### src/rtl/hdbn_pkg.sv
// Shared symbol encodings and polarity helpers for the HDBn line encoder.
package hdbn_pkg;

   localparam logic [1:0] SYM_ZERO = 2'b00;
   localparam logic [1:0] SYM_POS  = 2'b01;
   localparam logic [1:0] SYM_NEG  = 2'b10;

   typedef enum logic {
      POL_NEG = 1'b0,
      POL_POS = 1'b1
   } pol_t;

   function automatic pol_t pol_flip(input pol_t pol);
      return (pol == POL_POS) ? POL_NEG : POL_POS;
   endfunction

   function automatic logic [1:0] pol_to_sym(input pol_t pol);
      return (pol == POL_POS) ? SYM_POS : SYM_NEG;
   endfunction

endpackage

### src/rtl/hdbn_encoder_if.sv
// Bit-source side and line side of the HDBn encoder, grouped as one bus.
interface hdbn_encoder_if #(
   parameter int CNT_W = 16
);
   logic             i_mode;
   logic             i_valid;
   logic             i_data;
   logic             o_valid;
   logic [1:0]       o_hdb3_code;
   logic [CNT_W-1:0] o_sub_cnt;

   modport master (
      output i_mode, i_valid, i_data,
      input  o_valid, o_hdb3_code, o_sub_cnt
   );

   modport slave (
      input  i_mode, i_valid, i_data,
      output o_valid, o_hdb3_code, o_sub_cnt
   );
endinterface

### src/rtl/hdbn_delay_line.sv
// RUN-deep symbol delay line with an output register. The oldest slot can be
// rewritten on the same edge as the shift so a B pulse lands on the first
// zero of a run that is still buffered.
module hdbn_delay_line
   import hdbn_pkg::*;
#(
   parameter int RUN = 4
) (
   input  logic       clk,
   input  logic       rst_n,
   input  logic       shift_en,
   input  logic [1:0] entry_sym,
   input  logic       b_en,
   input  logic [1:0] b_sym,
   output logic [1:0] sym
);

   logic [1:0] line [RUN];

   // Shift on every accepted bit; the later B write overrides the shifted slot.
   always_ff @(posedge clk or negedge rst_n) begin
      if (!rst_n) begin
         for (int i = 0; i < RUN; i++) line[i] <= SYM_ZERO;
         sym <= SYM_ZERO;
      end else if (shift_en) begin
         sym     <= line[RUN-1];
         line[0] <= entry_sym;
         for (int i = 1; i < RUN; i++) line[i] <= line[i-1];
         if (b_en) line[RUN-1] <= b_sym;
      end
   end

endmodule

### src/rtl/hdbn_encoder.sv
// HDBn / AMI line encoder: assigns polarity as bits enter the delay line and
// performs zero-run substitution (0..0V or B0..0V) on the RUN-th zero.
module hdbn_encoder
   import hdbn_pkg::*;
#(
   parameter int RUN   = 4,
   parameter int CNT_W = 16
) (
   input  logic          i_clk,
   input  logic          i_rst_n,
   hdbn_encoder_if.slave bus
);

   localparam int            ZW     = $clog2(RUN + 1);
   localparam logic [ZW-1:0] Z_LAST = ZW'(RUN - 1);
   localparam logic [ZW-1:0] FILLED = ZW'(RUN);

   pol_t             last_pol;
   logic             par;
   logic [ZW-1:0]    zcnt;
   logic [ZW-1:0]    fill;
   logic [CNT_W-1:0] sub_cnt;
   logic             valid_q;

   logic             accept;
   logic             sub_hit;
   logic             b_hit;
   logic [1:0]       entry_sym;
   logic [1:0]       b_sym;
   logic [1:0]       code;

   // Decide the symbol entering slot 0 and whether a B rewrite is needed.
   always_comb begin
      accept    = bus.i_valid;
      sub_hit   = accept && !bus.i_data && bus.i_mode && (zcnt == Z_LAST);
      b_hit     = sub_hit && !par;
      b_sym     = pol_to_sym(pol_flip(last_pol));
      entry_sym = SYM_ZERO;
      if (accept && bus.i_data)
         entry_sym = pol_to_sym(pol_flip(last_pol));
      else if (sub_hit)
         entry_sym = par ? pol_to_sym(last_pol) : b_sym;
   end

   hdbn_delay_line #(.RUN(RUN)) u_line (
      .clk       (i_clk),
      .rst_n     (i_rst_n),
      .shift_en  (accept),
      .entry_sym (entry_sym),
      .b_en      (b_hit),
      .b_sym     (b_sym),
      .sym       (code)
   );

   // Polarity, mark parity, zero-run and substitution tracking per accepted bit.
   always_ff @(posedge i_clk or negedge i_rst_n) begin
      if (!i_rst_n) begin
         last_pol <= POL_NEG;
         par      <= 1'b0;
         zcnt     <= '0;
         sub_cnt  <= '0;
      end else if (accept) begin
         if (bus.i_data) begin
            last_pol <= pol_flip(last_pol);
            par      <= ~par;
            zcnt     <= '0;
         end else if (sub_hit) begin
            if (!par) last_pol <= pol_flip(last_pol);
            par  <= 1'b0;
            zcnt <= '0;
            if (sub_cnt != {CNT_W{1'b1}}) sub_cnt <= sub_cnt + 1'b1;
         end else begin
            zcnt <= (zcnt == Z_LAST) ? '0 : zcnt + 1'b1;
         end
      end
   end

   // Priming count and output qualifier: valid follows accepts once the line is full.
   always_ff @(posedge i_clk or negedge i_rst_n) begin
      if (!i_rst_n) begin
         fill    <= '0;
         valid_q <= 1'b0;
      end else begin
         valid_q <= accept && (fill == FILLED);
         if (accept && (fill != FILLED)) fill <= fill + 1'b1;
      end
   end

   assign bus.o_valid     = valid_q;
   assign bus.o_hdb3_code = code;
   assign bus.o_sub_cnt   = sub_cnt;

endmodule

### src/flat_wrapper.sv
// flat-port wrapper written by rule: the top's interface ports become plain ports
module hdbn_encoder_flat import hdbn_pkg::*;
#(
   parameter int RUN   = 4,
   parameter int CNT_W = 16
)
  (i_clk, i_rst_n, bus_i_mode, bus_i_valid, bus_i_data, bus_o_valid, bus_o_hdb3_code, bus_o_sub_cnt);
  hdbn_encoder_if #(.CNT_W(CNT_W)) bus_i ();
  input  logic i_clk;
  input  logic i_rst_n;
  input wire logic [$bits(bus_i.i_mode)-1:0] bus_i_mode;
  input wire logic [$bits(bus_i.i_valid)-1:0] bus_i_valid;
  input wire logic [$bits(bus_i.i_data)-1:0] bus_i_data;
  output wire logic [$bits(bus_i.o_valid)-1:0] bus_o_valid;
  output wire logic [$bits(bus_i.o_hdb3_code)-1:0] bus_o_hdb3_code;
  output wire logic [$bits(bus_i.o_sub_cnt)-1:0] bus_o_sub_cnt;
  assign bus_i.i_mode = bus_i_mode;
  assign bus_i.i_valid = bus_i_valid;
  assign bus_i.i_data = bus_i_data;
  assign bus_o_valid = bus_i.o_valid;
  assign bus_o_hdb3_code = bus_i.o_hdb3_code;
  assign bus_o_sub_cnt = bus_i.o_sub_cnt;
  hdbn_encoder #(.RUN(RUN), .CNT_W(CNT_W)) u_core (.i_clk(i_clk), .i_rst_n(i_rst_n), .bus(bus_i));
endmodule
### config.mk
export PLATFORM = sky130hd
export DESIGN_NAME = hdbn_encoder_flat
export DESIGN_NICKNAME = d
export VERILOG_FILES = /design/src/rtl/hdbn_pkg.sv /design/src/rtl/hdbn_encoder_if.sv /design/src/rtl/hdbn_delay_line.sv /design/src/rtl/hdbn_encoder.sv /design/src/flat_wrapper.sv
export SDC_FILE = /design/constraint.sdc
export NUM_CORES = 1
export LEC_CHECK = 0
export BUFFER_PORTS_ARGS = -buffer_cell sky130_fd_sc_hd__buf_2
export CORE_MARGIN = 2
export CORE_UTILIZATION = 35
export DETAILED_ROUTE_END_ITERATION = 16
export GPL_TIMING_DRIVEN = 0
export SLEW_MARGIN = 10
export SYNTH_ARGS = -nofsm -noshare
export SYNTH_HDL_FRONTEND = slang
export SYNTH_HIERARCHICAL = 1
export SYNTH_SLANG_ARGS = --single-unit
### constraint.sdc
create_clock -name i_clk -period 3.9 [get_ports i_clk]
set_input_delay 0.585 -clock i_clk [delete_from_list [all_inputs] [get_ports i_clk]]
set_output_delay 0.585 -clock i_clk [all_outputs]
set_load 0.01 [all_outputs]
# == Yosys cells after proc, flatten, opt, wreduce, memory -nomap -nowiden ==
# Index checks and enable logic that the tools add are counted.
# Widths: inputs -> output; s select.
# classes
n_eq_ne,5
n_bitwise,2
mux,15
n_reduce_logical,13
add_sub_neg,3
# op_table
op,n
$add 16x1->16 const B,1
$ne 16x16->1 const B,1
$mux 2,6
$mux 3,3
$logic_and 1x1->1,7
$add 3x1->3 const B,2
$mux 1,6
$reduce_and 4->1,1
$eq 3x2->1 const B,1
$eq 3x3->1 const B,1
$ne 3x3->1 const B,1
$reduce_and 3->1,1
$logic_not 1->1,2
$ne 2x2->1 const B,1
$not 1->1,2
$reduce_and 2->1,1
$reduce_bool 2->1,1
# totals
ff_bits,35
output_inout_bits,19
wordCells,49
inputBits,5

# == Longest topological paths before layout ==
# Gate-level depths: netlist of the first run.
# logic_depth
word_depth,6
mapped_depth,7
mapped_depth_nobuf,6

# == Hierarchy ==
# The synthesis of the first run kept the hierarchy.
# modules_own_cells
module,seq_area_each_um2,instances,cells_per_inst,area_per_inst_um2
hdbn_encoder,625.6,1,119,1265.0
hdbn_delay_line,250.2,1,25,411.6

# == Worst setup path after synthesis of the first run ==
# No wires, ideal clock.
# synth_timing
kind,input -> register
start,input bus_i_data
end,register u_core/u_line/line[0] (netlist bit)
n_path_buf,1
cell_stages,6
t_arrival_ps,1523
slack_ps,2254
setup_ps,123
path_cell_list,and4bb_4 -> nand2_4 -> buf_6 -> nor2_1 -> mux2i_1 -> a21oi_1
# synth_between
elab_chain_len,6
# synth_rtl
element,line,rtl
start: declaration,flat_wrapper.sv:13,input wire logic [$bits(bus_i.i_data)-1:0] bus_i_data;
$logic_not 1->1,hdbn_encoder.sv:35,sub_hit = accept && !bus.i_data && bus.i_mode && (zcnt == Z_LAST);
$logic_and 1x1->1 (3 in a row),hdbn_encoder.sv:35,
$logic_and 1x1->1,hdbn_encoder.sv:36,b_hit = sub_hit && !par;
net u_core.b_hit,hdbn_encoder.sv:27,logic b_hit;
$mux 2,hdbn_delay_line.sv:29,if (b_en) line[RUN-1] <= b_sym;
end signal: indexed assignment,hdbn_delay_line.sv:29,
end: declaration,hdbn_delay_line.sv:18,logic [1:0] line [RUN];
# The timed path passes the listed nets, and every way through them passes these cells.
# A chain may end at the register's enable or synchronous reset.

# == Worst setup path in the final report of the first run ==
# layout_timing
start,register u_core.zcnt[1]
end,register u_core/u_line/line[0] (netlist bit)
# layout_between
elab_chain_len,4
# layout_rtl
element,line,rtl
start: declaration,hdbn_encoder.sv:20,logic [ZW-1:0] zcnt;
start signal: assignment,hdbn_encoder.sv:73,zcnt <= (zcnt == Z_LAST) ? '0 : zcnt + 1'b1;
$eq 3x2->1,hdbn_encoder.sv:35,
$logic_and 1x1->1,hdbn_encoder.sv:35,
$logic_and 1x1->1,hdbn_encoder.sv:36,
net u_core.b_hit,hdbn_encoder.sv:27,
$mux 2,hdbn_delay_line.sv:29,
# The timed path passes the listed nets, and every way through them passes these cells.

==> impl_metrics.env, run 1 <==
export IMPL_outcome="finished clean"
export IMPL_path_class="register to register"
export IMPL_synth_area_mm2=0.00168
export IMPL_switching_share_pct=29.8
export IMPL_htreeDepth=2
export IMPL_internal_power_uw=661
export IMPL_cts_tree="built"
export IMPL_fillers=448
export IMPL_power_frac_comb_pct=20.3
export IMPL_cts_resized=0
export IMPL_finish_utilization_pct=41.8
export IMPL_gr_total_overflow=0
export IMPL_slew_violations=0
export IMPL_grt_usage_pct=13.4
export IMPL_vias=1164
export IMPL_clkPwrFrac_pct=27.2
export IMPL_hpwl_um=2240
export IMPL_die_w_um=73.2
export IMPL_root_buffer="clkbuf_8"
export IMPL_synth_edf_count=0
export IMPL_yosys_top_cells_count="dfrtp_1 (35), xor2_1 (16), a21oi_1 (8)"
export IMPL_dr_pass1_iters=4
export IMPL_ant_nets=0
export IMPL_synth_seq_area_share_pct=52.2
export IMPL_async_flop_share_pct=100
export IMPL_cp_end_kind="register"
export IMPL_slew_headroom_pct=48.0
export IMPL_clockBufferDepth=2
export IMPL_power_switching_uw=280
export IMPL_wire_per_inst_um=13.6
export IMPL_ys_seq_elements=35
export IMPL_synth_area_top_cells="dfrtp_1 (52%), xor2_1 (8.4%), mux2_4 (5.4%)"
export IMPL_start_kind="register"
export IMPL_cp_arrival_ns=1.88
export IMPL_yosysMostFrequentCell="dfrtp_1"
export IMPL_power_density_mw_per_mm2=483
export IMPL_gp_congestion=0.728
export IMPL_hp_class="primary input to async pin"
export IMPL_core_area_mm2=0.00466
export IMPL_max_clock_freq_mhz=585
export IMPL_hold_buffers=0
export IMPL_io_pin_count=24
export IMPL_period_share_pct=43.8
export IMPL_finalNetCount=183
export IMPL_drc=0
export IMPL_tightest_slew_ns=0.780
export IMPL_required_ns=4.07
export IMPL_port_buffers=23
export IMPL_r2r_start="u_core/zcnt[1]"
export IMPL_share_seq_of_total_power_pct=52.5
export IMPL_finalClockSkew_ns=0.00785
export IMPL_path_clk_slew_ns=0.08
export IMPL_grt_pass1_vias=1216
export IMPL_wl_um=3120
export IMPL_layout_drive_gt1_share_pct=26.9
export IMPL_antenna_found_initial=0
export IMPL_maxCapViolCount=0
export IMPL_grt_pass1_wl_um=5510
export IMPL_setup_viol=0
export IMPL_vias_per_cell=5.08
export IMPL_cts_buffers=5
export IMPL_synth_ff_type="dfrtp_1"
export IMPL_p_leak_uw=0.00103
export IMPL_synth_top_area_share_pct=52.2
export IMPL_die_h_um=73.2
export IMPL_die_area_mm2=0.00536
export IMPL_syn_area_per_cell_um2=11.6
export IMPL_clk_insertion_delay_late_ns=0.29
export IMPL_yosysWarnings=6
export IMPL_hold_viol=0
export IMPL_synth_cell_type_count=32
export IMPL_cts_sinks=35
export IMPL_min_period_ns=1.71
export IMPL_grt_start_max_net_pins=36
export IMPL_antenna_cells=0
export IMPL_num_rows=25
export IMPL_critPathMaxFanout=10
export IMPL_rsz0062_at_grt="no"
export IMPL_setup_tns_ns=0
export IMPL_cp_startpoint="u_core/zcnt[1]"
export IMPL_yosys_area_top_type="dfrtp_1"
export IMPL_synth_nets=153
export IMPL_postCtsSetupBuffers=0
export IMPL_synth_cells=144
export IMPL_start_util_pct=36.0
export IMPL_ir_worst_vdd_v=0.000243
export IMPL_area_growth_pct=16.2
export IMPL_drt_iter0_drc=67
## cells in the final DEF (no fill, tap or decap)
cell        Yosys  final
a211oi_1        4      4
a21boi_0        1      1
a21o_1          1      1
a21oi_1         8      8
a31oi_1         1      1
and3_1          5      5
and4_1          1      1
and4_4          1      1
and4bb_4        1      1
buf_2           2     25
buf_6           2      2
clkbuf_1        1      1
clkbuf_8        0      5
clkinv_2        0      1
clkinvlp_4      0      2
dfrtp_1        35     35
ha_1            4      4
inv_1           7      7
mux2_2          3      3
mux2_4          6      6
mux2i_1         2      2
nand2_1         4      4
nand2_4         1      1
nand3_1         7      7
nand4_1         6      6
nor2_1          4      4
nor2b_1         1      1
nor3_1          4      4
nor3b_1         2      2
nor4_1          3      3
nor4b_1         1      1
o21a_1          2      2
o21ai_0         6      6
xnor2_1         2      2
xor2_1         16     16
## registers in the layout, indices dropped and copies added, names as in the netlist
register              count
u_core/fill               3
u_core/par                1
u_core/u_line/sym         2
u_core/zcnt               3
u_core/bus.o_valid        1
u_core/last_pol           1
u_core/u_line/line        8
u_core/bus.o_sub_cnt     16
## area by class of cell
class	instances	area (µm²)	area share, %
tap	54	67.6	3.47
multi-input combinational	97	738	37.9
clock inverter	3	20.0	1.03
timing repair buffer	23	115	5.91
clock buffer	5	68.8	3.53
inverter	7	26.3	1.35
buffer	5	36.3	1.86
sequential	35	876	45.0
## kinds of logic after synthesis
logic type	synth area share [%]
muxes	8.58
DFF	52.2
buffers and inverters	3.73
AOI/OAI and AO/OA	8.13
xor gates and xnor gates	9.40
and+or+nand+nor	14.9
adders and majority gates	2.99
## power groups by stage
stage / clock network [µW] / logic, µW / registers [µW]
finish: 256 / 191 / 494
global route: 286 / 218 / 506
CTS: 269 / 194 / 494
detailed placement: 0 / 193 / 499
global placement: 0 / 181 / 495
floorplan: 0 / 135 / 492
## worst max-delay path: stages (launching register included)
cell and delay, ns:
dfrtp_1 0.36, ha_1 0.20, and4bb_4 0.30, nand2_4 0.07, buf_6 0.14, nor2_1 0.19, mux2i_1 0.23, a21oi_1 0.09
## worst paths after layout
path                                           end  slack, ns  cells after the start
min in group i_clk         u_core/bus.o_sub_cnt[5]       0.49                      1
max reg2reg                  u_core/u_line/line[0]       2.19                      7
min                           u_core/u_line/sym[1]       0.37                      1
max                          u_core/u_line/line[0]       2.19                      7
min reg2reg                u_core/bus.o_sub_cnt[5]       0.49                      1
max in group asynchronous    u_core/u_line/line[3]       3.02                      1
## stage by stage
stage | cells | cell area (µm²) | hold WS [ns] | power [µW] | setup slack, ns
2_1_floorplan | 144 | 1680 | 0.289 | 627 | 2.25
3_5_place_dp | 221 | 1860 | 0.486 | 693 | 1.98
6_report | 229 | 1950 | 0.370 | 942 | 2.19
4_1_cts | 229 | 1950 | 0.401 | 958 | 2.16
3_3_place_gp | 221 | 1860 | 0.478 | 676 | 1.98
5_1_grt | 229 | 1950 | 0.429 | 1010 | 2.04
## layer usage
metal	vias up	routed length (µm)	GRT usage [%]
li1	570	-	-
met4	0	56	5.97
met2	16	1470	19.8
met5	-	0	0
met3	7	98	4.14
met1	571	1490	17.9
Power figures use the tool's default switching activity.
==> run 2, diff against run 1 <==
- clock period: 3.9 -> 1.7 ns (I/O delays scaled with it)
==> run 2 against run 1 <==
First-iteration DRC count fell by 1.5%. Sequential power rose by 130%. Via count rose by 1.5%. Cell area rose by 5.9%. Combinational power rose by 140%. Maximum frequency rose by 3.3%. Final cell count rose by 1.7%. Clock skew rose by 0.00075 ns. Worst setup slack got worse by 2.1 ns. Largest cell class unchanged.
==> impl_metrics.env, run 2 (synthesis results as in run 1) <==
export IMPL_antenna_cells=0
export IMPL_wire_per_inst_um=13.8
export IMPL_area_growth_pct=23.1
export IMPL_grt_usage_pct=13.3
export IMPL_power_switching_uw=656
export IMPL_ir_worst_vdd_v=0.000595
export IMPL_most_common_layout_cells="dfrtp_1 (32), buf_2 (24), xor2_1 (16)"
export IMPL_io_pin_count=24
export IMPL_path_clk_slew_ns=0.08
export IMPL_max_clock_freq_mhz=604
export IMPL_die_h_um=73.2
export IMPL_cts_sinks=35
export IMPL_dr_pass1_iters=4
export IMPL_period_share_pct=97.3
export IMPL_cts_tree="built"
export IMPL_tightest_slew_ns=0.779
export IMPL_critPathMaxFanout=5
export IMPL_required_ns=1.91
export IMPL_largest_reg_flops=16
export IMPL_rrSetupSlack_ns=0.05
export IMPL_layout_drive_gt1_share_pct=35.8
export IMPL_crit_slowest_cell="nor4b_2"
export IMPL_num_rows=25
export IMPL_grt_pass1_vias=1212
export IMPL_slowest_delay_ns=0.37
export IMPL_r2r_start="u_core/zcnt[0]"
export IMPL_wl_um=3220
export IMPL_drc=0
export IMPL_core_area_mm2=0.00466
export IMPL_rsz0062_at_grt="yes"
export IMPL_share_seq_of_total_power_pct=52.2
export IMPL_min_period_ns=1.65
export IMPL_hpwl_um=2240
export IMPL_maxCapViolCount=0
export IMPL_clockBufferDepth=2
export IMPL_hp_class="primary input to async pin"
export IMPL_drt_iter0_drc=66
export IMPL_gp_congestion=0.728
export IMPL_fillers=439
export IMPL_finalNetCount=187
export IMPL_slew_headroom_pct=48.1
export IMPL_outcome="finished clean"
export IMPL_path_class="register to register"
export IMPL_vias_per_cell=5.07
export IMPL_cp_arrival_ns=1.87
export IMPL_cts_buffers=5
export IMPL_start_kind="register"
export IMPL_whs_ns=0.0461
export IMPL_ant_nets=0
export IMPL_critical_path_buf_inv_count=0
export IMPL_port_buffers=23
export IMPL_internal_power_uw=1530
export IMPL_clk_insertion_delay_late_ns=0.29
export IMPL_antenna_found_initial=0
export IMPL_clkPwrFrac_pct=26.9
export IMPL_finish_utilization_pct=44.3
export IMPL_power_frac_comb_pct=20.9
export IMPL_grt_start_max_net_pins=36
export IMPL_setup_viol=0
export IMPL_slew_violations=0
export IMPL_crit_cells=5
export IMPL_gr_total_overflow=0
export IMPL_critPathTopFamily="simple AND/OR/NAND/NOR gates"
export IMPL_cp_end_kind="register"
export IMPL_die_w_um=73.2
export IMPL_endpoint="u_core/bus.o_sub_cnt[15]"
export IMPL_p_leak_uw=0.00108
export IMPL_die_area_mm2=0.00536
export IMPL_crit_chain="ha_2 -> and4bb_4 -> nand4_1 -> nor4b_2 -> xor2_1"
export IMPL_finalClockSkew_ns=0.00860
export IMPL_cp_startpoint="u_core/zcnt[0]"
export IMPL_grt_pass1_wl_um=5490
export IMPL_root_buffer="clkbuf_8"
export IMPL_htreeDepth=2
export IMPL_timing_rr_end="u_core/bus.o_sub_cnt[15]"
export IMPL_start_util_pct=36.0
export IMPL_power_density_mw_per_mm2=1060
export IMPL_hold_viol=0
export IMPL_worstRegToRegCells=5
export IMPL_vias=1181
export IMPL_layout_commonest_cell="dfrtp_1"
export IMPL_switching_share_pct=30.0
[run 2: cell types whose count changed in the layout (fill, tap and decap cells not counted), moves of 2 or more]
cell	before	now
dfrtp_2	0	3
o21ai_1	0	2
nor4_1	3	1
buf_4	0	5
o21ai_0	6	4
nor4_4	0	2
a211oi_2	0	3
dfrtp_1	35	32
a211oi_1	4	1
[run 2: worst min-delay path by stage]
| stage | endpoint | slack [ns] | cells past startpoint |
|---|---|---|---|
| floorplan | u_core/bus.o_sub_cnt[0] | -0.04 | 0 |
| CTS | u_core/bus.o_sub_cnt[1] | 0.07 | 1 |
| global route | u_core/zcnt[2] | 0.1 | 1 |
| finish | u_core/bus.o_sub_cnt[5] | 0.05 | 1 |
| global placement | u_core/u_line/sym[1] | 0.36 | 1 |
| detailed placement | u_core/u_line/sym[1] | 0.39 | 1 |
[run 2: layout make-up]
cell class                      instances  area (µm²)  area share [%]
Buffer                                  5        47.5            2.30
Clock buffer                            5        68.8            3.34
Clock inverter                          3        20.0           0.970
Inverter                                7        26.3            1.27
Multi-Input combinational cell         97         808            39.2
Sequential cell                        35         880            42.6
Tap cell                               54        67.6            3.27
Timing Repair Buffer                   27         145            7.03
[run 2: power by group through the flow]
stage / Sequential, µW / Combinational [µW] / Clock [µW]
6_report: 1140 / 457 / 590
5_1_grt: 1170 / 520 / 656
4_1_cts: 1140 / 446 / 618
3_5_place_dp: 1150 / 444 / 0
3_3_place_gp: 1130 / 416 / 0
2_1_floorplan: 1130 / 310 / 0
[run 2: timing repair]
action,4_1_cts,5_1_grt
buffers inserted,0,4
setup endpoints to repair,3,17
pin swaps,0,6
hold buffers,0,0
hold endpoints to repair,0,0
resized for setup,1,21
[run 2: per-stage QoR]
stage | power [µW] | setup TNS [ns] | instances | setup slack (ns) | instance area (µm²)
floorplan | 1440 | 0 | 144 | 0.0644 | 1680
global placement | 1550 | 0 | 221 | 0.0240 | 1860
detailed placement | 1590 | -0.00923 | 221 | -0.00694 | 1860
CTS | 2200 | -0.00656 | 229 | -0.00656 | 1950
global route | 2350 | -0.201 | 233 | -0.0781 | 2060
finish | 2190 | 0 | 233 | 0.0456 | 2060
[run 2: metal layers]
layer	up-vias	part of all wire, %	wire [µm]	global-route usage, %
li1	576	-	-	-
met1	583	46	1490	17.7
met2	16	49	1590	19.7
met3	6	3.1	99	4.14
met4	0	1.4	46	5.97
met5	-	0	0	0
==> run 3, diff against run 2 <==
- SYNTH_HIERARCHICAL: 1 -> default
==> run 3 against run 2 <==
Worst setup slack better by 0.025 ns. Flip-flop and latch count stayed put. Cell area is 1.6% higher. Non-clock buffer count is 5 lower. Clock skew is 0.0064 ns lower. Register-to-register slack improved by 0.02 ns. First-iteration DRC count rose by 9.1%. Synthesized area grew 2.5%. Die area increased by 2.3%. Count of clock-buffer cells in the layout grew 1. Synthesized cell count is 1.4% higher. Sequential power fell by 4%.
==> impl_metrics.env, run 3 <==
export IMPL_hold_buffers=0
export IMPL_grt_usage_pct=14.1
export IMPL_maxCapViolCount=0
export IMPL_layout_commonest_cell="dfrtp_1"
export IMPL_cts_sinks=35
export IMPL_ant_nets=0
export IMPL_setup_tns_ns=0
export IMPL_design_area_mm2=0.00210
export IMPL_crit_chain="ha_2 -> nand3_1 -> nor4_4 -> buf_4 -> nor2_2 -> mux2_4"
export IMPL_start_util_pct=36.4
export IMPL_dpl_cell_area_mm2=0.00192
export IMPL_outcome="finished clean"
export IMPL_synth_edf_count=0
export IMPL_path_clk_slew_ns=0.07
export IMPL_area_growth_pct=22.1
export IMPL_drt_iter0_drc=72
export IMPL_async_flop_share_pct=100
export IMPL_multi_input_area_um2=856
export IMPL_clk_insertion_delay_late_ns=0.29
export IMPL_io_pin_count=24
export IMPL_gr_total_overflow=0
export IMPL_min_period_ns=1.63
export IMPL_critical_path_buf_inv_count=1
export IMPL_grt_pass1_wl_um=5760
export IMPL_die_h_um=74.1
export IMPL_die_w_um=74.1
export IMPL_max_clock_freq_mhz=614
export IMPL_synth_area_top_cells="dfrtp_1 (51%), xor2_1 (7.1%), mux2_2 (3.9%)"
export IMPL_wire_per_inst_um=14.0
export IMPL_num_rows=25
export IMPL_hold_viol=0
export IMPL_antenna_cells=0
export IMPL_ir_worst_vdd_v=0.000525
export IMPL_fillers=448
export IMPL_rsz0062_at_grt="yes"
export IMPL_seqCellArea_um2=876
export IMPL_vias_per_cell=4.93
export IMPL_synth_ff_type="dfrtp_1"
export IMPL_synth_area_mm2=0.00172
export IMPL_port_buffers=23
export IMPL_cp_arrival_ns=1.80
export IMPL_grt_pass1_vias=1254
export IMPL_antenna_found_initial=0
export IMPL_cp_end_kind="register"
export IMPL_synth_cell_type_count=41
export IMPL_period_share_pct=95.9
export IMPL_synth_seq_area_share_pct=51.0
export IMPL_finalNetCount=187
export IMPL_slowest_delay_ns=0.42
export IMPL_syn_area_per_cell_um2=11.8
export IMPL_path_class="register to register"
export IMPL_core_area_mm2=0.00472
export IMPL_root_buffer="clkbuf_8"
export IMPL_wl_um=3450
export IMPL_start_kind="register"
export IMPL_power_density_mw_per_mm2=1080
export IMPL_most_common_layout_cells="dfrtp_1 (35), buf_2 (23), xor2_1 (14)"
export IMPL_drc=0
export IMPL_critPathMaxFanout=5
export IMPL_required_ns=1.88
export IMPL_power_total_uw=2260
export IMPL_synth_cells=146
export IMPL_vias=1214
export IMPL_hp_class="primary input to async pin"
export IMPL_synth_nets=155
export IMPL_hpwl_um=2440
export IMPL_cts_tree="built"
export IMPL_slew_violations=0
export IMPL_setup_viol=0
export IMPL_p_leak_uw=0.00104
export IMPL_layout_drive_gt1_share_pct=32.4
export IMPL_cts_buffers=5
export IMPL_ys_seq_elements=35
export IMPL_yosysWarnings=0
export IMPL_dr_pass1_iters=4
export IMPL_tightest_slew_ns=0.790
export IMPL_gp_congestion=0.778
export IMPL_critPathTopFamily="flip-flops"
export IMPL_slew_headroom_pct=47.3
export IMPL_yosys_top_cells_count="dfrtp_1 (35), xor2_1 (14), nand2_1 (11)"
export IMPL_die_area_mm2=0.00548
export IMPL_crit_slowest_cell="dfrtp_1"
export IMPL_grt_start_max_net_pins=36
export IMPL_finalClockSkew_ns=0.00216
export IMPL_htreeDepth=2
export IMPL_yosysMostFrequentCell="dfrtp_1"
export IMPL_synth_top_area_share_pct=51.0
export IMPL_yosys_area_top_type="dfrtp_1"
export IMPL_largest_reg_flops=16
export IMPL_clockBufferDepth=2
[run 3: cell count changes after synthesis, sizes merged, moves of 3 or more]
cell | before | now
a211oi | 4 | 1
a21oi | 8 | 4
and2 | 0 | 3
buf | 4 | 1
nand2 | 5 | 12
nor2 | 4 | 7
nor4 | 3 | 7
[run 3: logic make-up after synthesis]
kind of cell / after synthesis / share of synthesized area (%)
multiplexers: 9 / 5.97
XOR/XNOR: 17 / 8.67
AND/OR/NAND/NOR: 53 / 20.6
adder cells (fa/ha/maj): 4 / 2.91
flip-flops: 35 / 51.0
AO/OA/AOI/OAI: 19 / 8.89
buffers and inverters: 9 / 1.97
[run 3: metrics by stage]
stage	setup WS (ns)	instances	hold WS (ns)	utilization [%]
CTS	0.0105	244	0.0719	43.1
detailed placement	0.0409	236	0.384	40.6
global placement	0.0815	236	0.362	40.6
floorplan	0.178	146	-0.0406	-
finish	0.0702	246	0.0441	44.4
global route	-0.0279	246	0.116	44.4
[run 3: final cells by class]
type / count / area share [%]
multi-input combinational: 102 / 40.8
clock inverter: 2 / 1.67
buffer: 2 / 0.358
clock buffer: 6 / 3.94
sequential: 35 / 41.8
inverter: 7 / 1.25
tap: 67 / 4.00
timing repair buffer: 25 / 6.21
[run 3: worst paths after layout]
kind,start,to,slack (ns),cells after the start
max,u_core.bus.o_sub_cnt[0],u_core.bus.o_sub_cnt[1],0.07,6
min,i_rst_n,u_core.zcnt[2],0.04,1
max reg2reg,u_core.bus.o_sub_cnt[0],u_core.bus.o_sub_cnt[1],0.07,6
min reg2reg,u_core.zcnt[0],u_core.zcnt[0],0.48,1
max in group asynchronous,i_rst_n,u_core.bus.o_sub_cnt[1],1.15,1
min in group i_clk,bus_i_data,u_core.zcnt[2],0.35,3
[run 3: power by group]
group	total, µW	leakage [µW]	internal (µW)	switching [µW]
logic	375	0.000532	186	189
registers	1100	0.000450	986	113
clock network	782	0.0000612	474	308
total	2260	0.00104	1650	610
[run 3: timing repair]
item | 4_1_cts | 5_1_grt
hold endpoints to repair | 0 | 0
endpoints found under the setup margin | 0 | 6
setup buffers | 0 | 2
gates resized for setup | 0 | 7
[run 3: routing by layer]
layer	GRT usage, %	routed length [µm]
met3	4.07	208
met2	24.1	1720
met1	15.7	1470
met5	0	0
met4	8.28	53
